[config.mk]
export PLATFORM = sky130hd
export DESIGN_NAME = ram_arbiter
export DESIGN_NICKNAME = d
export VERILOG_FILES = /design/src/rtl/ram_arbiter.sv
export SDC_FILE = /design/constraint.sdc
export NUM_CORES = 1
export LEC_CHECK = 0
export ABC_AREA = 1
export CAP_MARGIN = 10
export CORE_MARGIN = 8
export CORE_UTILIZATION = 22
export CTS_CLUSTER_DIAMETER = 120
export DETAILED_ROUTE_END_ITERATION = 6
export PLACE_DENSITY = 0.8
export SLEW_MARGIN = 20
export SYNTH_ARGS = -nofsm -noshare
export SYNTH_HDL_FRONTEND = slang
export SYNTH_SLANG_ARGS = --single-unit
export TNS_END_PERCENT = 10
[constraint.sdc]
create_clock -name clk -period 1.6 [get_ports clk]
set_input_delay 0.32 -clock clk [delete_from_list [all_inputs] [get_ports clk]]
set_output_delay 0.32 -clock clk [all_outputs]
set_load 0.005 [all_outputs]
[src/rtl/ram_arbiter.sv]
// Round-robin arbiter sharing one single-port synchronous RAM among NREQ requesters.
// Grants at most one access per cycle and returns read data to the granted requester one cycle later.
module ram_arbiter #(
  parameter int unsigned WIDTH = 8,
  parameter int unsigned DEPTH = 256,
  parameter int unsigned NREQ  = 2,
  localparam int unsigned AW   = $clog2(DEPTH)
) (
  input  logic                  clk,
  input  logic                  rst,
  input  logic [NREQ-1:0]       req_valid,
  input  logic [NREQ-1:0]       req_we,
  input  logic [NREQ*AW-1:0]    req_addr,
  input  logic [NREQ*WIDTH-1:0] req_wdata,
  output logic [NREQ-1:0]       req_ready,
  output logic [NREQ-1:0]       rsp_valid,
  output logic [WIDTH-1:0]      rsp_rdata,
  output logic                  ram_we,
  output logic [AW-1:0]         ram_addr,
  output logic [WIDTH-1:0]      ram_data_in,
  input  logic [WIDTH-1:0]      ram_data_out
);

  localparam int unsigned IW = (NREQ > 1) ? $clog2(NREQ) : 1;
  localparam int unsigned SW = IW + 1;

  logic [IW-1:0]    ptr_q, ptr_d;
  logic             rd_pend_q, rd_pend_d;
  logic [IW-1:0]    rd_id_q, rd_id_d;

  logic             gnt_c;
  logic [IW-1:0]    gnt_idx_c;
  logic             sel_we_c;
  logic [AW-1:0]    sel_addr_c;
  logic [WIDTH-1:0] sel_wdata_c;

  // Rotating priority search starting at ptr, wrapping modulo NREQ
  always_comb begin
    logic [SW-1:0] cand;
    gnt_c     = 1'b0;
    gnt_idx_c = '0;
    cand      = '0;
    for (int unsigned k = 0; k < NREQ; k++) begin
      cand = {1'b0, ptr_q} + SW'(k);
      if (cand >= SW'(NREQ)) begin
        cand = cand - SW'(NREQ);
      end
      if (!gnt_c && req_valid[cand[IW-1:0]]) begin
        gnt_c     = 1'b1;
        gnt_idx_c = cand[IW-1:0];
      end
    end
  end

  // Select the granted requester's command fields
  always_comb begin
    sel_we_c    = 1'b0;
    sel_addr_c  = '0;
    sel_wdata_c = '0;
    for (int unsigned i = 0; i < NREQ; i++) begin
      if (gnt_c && (gnt_idx_c == IW'(i))) begin
        sel_we_c    = req_we[i];
        sel_addr_c  = req_addr[i*AW +: AW];
        sel_wdata_c = req_wdata[i*WIDTH +: WIDTH];
      end
    end
  end

  // Grant and RAM port drive; everything reads as zero while reset is held
  always_comb begin
    req_ready   = '0;
    ram_we      = 1'b0;
    ram_addr    = '0;
    ram_data_in = '0;
    if (!rst && gnt_c) begin
      req_ready[gnt_idx_c] = 1'b1;
      ram_we               = sel_we_c;
      ram_addr             = sel_addr_c;
      ram_data_in          = sel_wdata_c;
    end
  end

  // Pointer advance past the winner and read-response tracking
  always_comb begin
    logic [SW-1:0] nxt;
    ptr_d     = ptr_q;
    rd_pend_d = 1'b0;
    rd_id_d   = rd_id_q;
    nxt       = '0;
    if (gnt_c) begin
      nxt = {1'b0, gnt_idx_c} + SW'(1);
      if (nxt >= SW'(NREQ)) begin
        nxt = '0;
      end
      ptr_d = nxt[IW-1:0];
      if (!sel_we_c) begin
        rd_pend_d = 1'b1;
        rd_id_d   = gnt_idx_c;
      end
    end
  end

  always_ff @(posedge clk or posedge rst) begin
    if (rst) begin
      ptr_q     <= '0;
      rd_pend_q <= 1'b0;
      rd_id_q   <= '0;
    end else begin
      ptr_q     <= ptr_d;
      rd_pend_q <= rd_pend_d;
      rd_id_q   <= rd_id_d;
    end
  end

  // Response steering: RAM data is already registered, so it passes straight through
  always_comb begin
    rsp_valid = '0;
    for (int unsigned i = 0; i < NREQ; i++) begin
      if (!rst && rd_pend_q && (rd_id_q == IW'(i))) begin
        rsp_valid[i] = 1'b1;
      end
    end
  end

  assign rsp_rdata = ram_data_out;

endmodule
==> results.py <==
metrics = {
    "status": {
        "run_status": "finished with violations",
        "violations": "negative setup slack",
    },
    "timing": {
        "slew_viol_final": 0,
        "fin_ws_ns": -0.1948,
        "hold_violations": 0,
        "max_slew_margin_pct": 87.11,
        "min_period_over_period_pct": 112.2,
        "max_clock_freq_mhz": 557.2,
        "fin_setup_tns_ns": -2.236,
        "clock_skew_ns": 0.006332,
        "hold-worst-slack_ns": 0.2356,
        "rsz0062_at_grt": "yes",
        "tightest_slew_ns": 0.1933,
        "setup_viol": 19,
        "min_period_ns": 1.795,
    },
    "power_and_ir_drop": {
        "p_leak_nw": 0.6588,
        "internal_power_mw": 0.3559,
        "p_sw_mw": 0.1730,
        "vdd_ir_drop_max_v": 0.0003244,
        "clock_power_share_pct": 24.9,
        "p_per_area_nw_per_um2": 445.9,
        "p_seq_share_pct": 18.0,
        "p_comb_share_pct": 57.2,
        "power.share.switching_pct": 32.71,
        "power_mw": 0.5289,
    },
    "setup_path": {
        "cp-end-kind": "primary output",
        "path_max_fanout": 5,
        "r2r_start": "ptr_q",
        "path_buf_inv": 4,
        "cp-start-kind": "register",
        "critical_path_class": "reg -> out",
        "critPathTopFamily": "buffers and inverters",
        "cpPeakStageDelay_ns": 0.43,
        "rrSetupSlack_ns": 0.31,
        "cp_common_cell": "nand2_2",
        "required_ns": 1.28,
        "worstRegToRegCells": 8,
        "cp.arrival_ns": 1.47,
        "crit_slowest_cell": "dfrtp_2",
        "r2r-end": "rd_id_q",
        "path_cells": "inv_2 > a21oi_4 > nand2_4 > clkinvlp_4 > buf_6 > nand2_2 > nand2_2 > buf_2",
    },
    "min_path": {
        "holdCritPathClass": "in -> async",
    },
    "cells_and_area": {
        "nNetsFinal": 211,
        "antenna_cells": 0,
        "stdcell_area_um2": 1186,
        "fin_cells": 191,
        "area_delta_synth_final_pct": 153.5,
        "post-route-util_pct": 59.85,
        "drive_above_1_share_pct": 39.63,
    },
    "routing": {
        "routedWlPerCell_um": 14.27,
        "drt-pass1-iter-count": 4,
        "via_per_inst": 4.398,
        "ant_nets": 0,
        "vias": 840,
        "first_iter_violations": 39,
        "drc": 0,
        "postRouteWirelength_um": 2725,
    },
    "placement": {
        "globalplace.congestion": 0.7885,
        "hpwlAfterDp_um": 1966,
        "place_area_um2": 1045,
        "placedCellCount": 172,
        "dpl_worst_slack_ns": -0.7406,
        "io_buffers": 58,
    },
    "floorplanning": {
        "fp.dieH_um": 62.12,
        "core-area_um2": 1982,
        "die-area_um2": 3859,
        "num_rows": 16,
        "io-pin-count": 75,
        "die_w_um": 62.12,
        "initial_core_util_pct": 23.61,
    },
    "clocking": {
        "clk_pin_slew_worst_paths_ns": 0.04,
        "cts_inserted_buffers": 3,
        "h-tree-depth": 1,
        "ctsRootBufferMaster": "clkbuf_4",
        "clock-sinks": 3,
        "cts_buffer_depth": 2,
        "clkLatencyLatePin_ns": 0.23,
        "cts_hold_buf": 0,
        "cts_tree": "yes",
    },
    "logic_synthesis": {
        "synth-seq-area-share_pct": 16.04,
        "synth_fp_nets": 137,
        "syn_inst": 91,
        "syn_avg_cell_area_um2": 5.142,
        "syn-cell-area_um2": 467.9,
        "yosysWarningCount": 0,
        "ys_ff_latch": 3,
        "synth.distinct_cells": 11,
    },
    "global_routing": {
        "grt_pass1_wl_um": 4202,
        "grt_use_met2_pct": 21.99,
        "grt_overflow": 0,
        "grt_busiest_layer": "met2",
        "grt_max_degree": 10,
        "grt_usage_pct": 13.48,
        "first_global_vias": 922,
        "antenna_found_initial": 0,
        "use_met3_pct": 6.810,
        "use_met1_pct": 15.27,
    },
    "job": {
        "drv_cap": 0,
    },
}
-- worst max-delay path by stage --
stage | endpoint | slack (ns) | cells after the start | startpoint
finish | ram_addr[6] | -0.19 | 8 | ptr_q
global route | ram_addr[6] | -0.26 | 8 | ptr_q
CTS | ram_data_in[2] | -0.22 | 8 | ptr_q
detailed placement | ram_data_in[3] | -0.74 | 8 | req_valid[1]
global placement | ram_addr[2] | -0.70 | 8 | req_valid[1]
floorplan | ram_addr[2] | 0.32 | 7 | ptr_q
-- layer usage --
layer  vias to the layer above  part of all wire [%]
li1                        407                     -
met1                       367                    42
met2                        60                    45
met3                         6                    11
met4                         0                   1.7
met5                         -                     0
-- synthesized netlist by cell type --
cell type,n,area share (%)
nand2_1,58,47
a21oi_1,2,2.1
inv_2,3,2.4
buf_4,8,13
a21oi_2,2,3.7
buf_6,2,4.8
dfrtp_1,3,16
inv_1,7,5.6
nand3_1,3,3.2
nor2_1,2,1.6
clkinv_2,1,1.1
-- power by group through the flow --
stage	clock network (mW)	registers [mW]	logic, mW
floorplan	0	0.0927	0.0960
global placement	0	0.0943	0.265
detailed placement	0	0.0950	0.271
CTS	0.137	0.0942	0.286
global route	0.152	0.0969	0.327
finish	0.132	0.0950	0.302
-- area by class of cell --
cell class,instances,area [µm²]
fill,193,795.8
timing repair buffer,76,650.6
multi-input combinational,67,326.6
sequential,3,76.32
inverter,11,48.80
tap,27,33.78
clock buffer,4,26.28
timing repair inverter,3,23.77
-- tightest hold or removal path, cell delays in order --
cell and delay [ns]:
dlygate4sd2_1 0.24, inv_2 0.09, buf_4 0.14
-- kinds of logic after synthesis --
| logic type | after synthesis | synth area share (%) |
|---|---|---|
| compound gates | 4 | 5.883 |
| buf+inv | 21 | 26.74 |
| flops | 3 | 16.04 |
| simple gates | 63 | 51.34 |
-- registers in the layout, indices dropped and copies added, names as in the netlist --
signal     flops
rd_pend_q      1
ptr_q          1
rd_id_q        1
-- cell usage in the layout, fill, tap and decap left out, drive strengths merged --
master         instances
a21oi                  4
buf                   33
clkbuf                 5
clkdlybuf4s15          2
clkdlybuf4s50         34
clkinv                 2
clkinvlp               2
dfrtp                  3
dlygate4sd2            6
inv                   10
nand2                 58
nand3                  3
nor2                   2
-- what timing repair did --
item | CTS | global route
pin swaps | 6 | 5
cloned | 3 | 0
gates resized for setup | 87 | 16
buffers inserted | 11 | 1
endpoints found under the setup margin | 21 | 20
(Power assumes the default switching activity.)
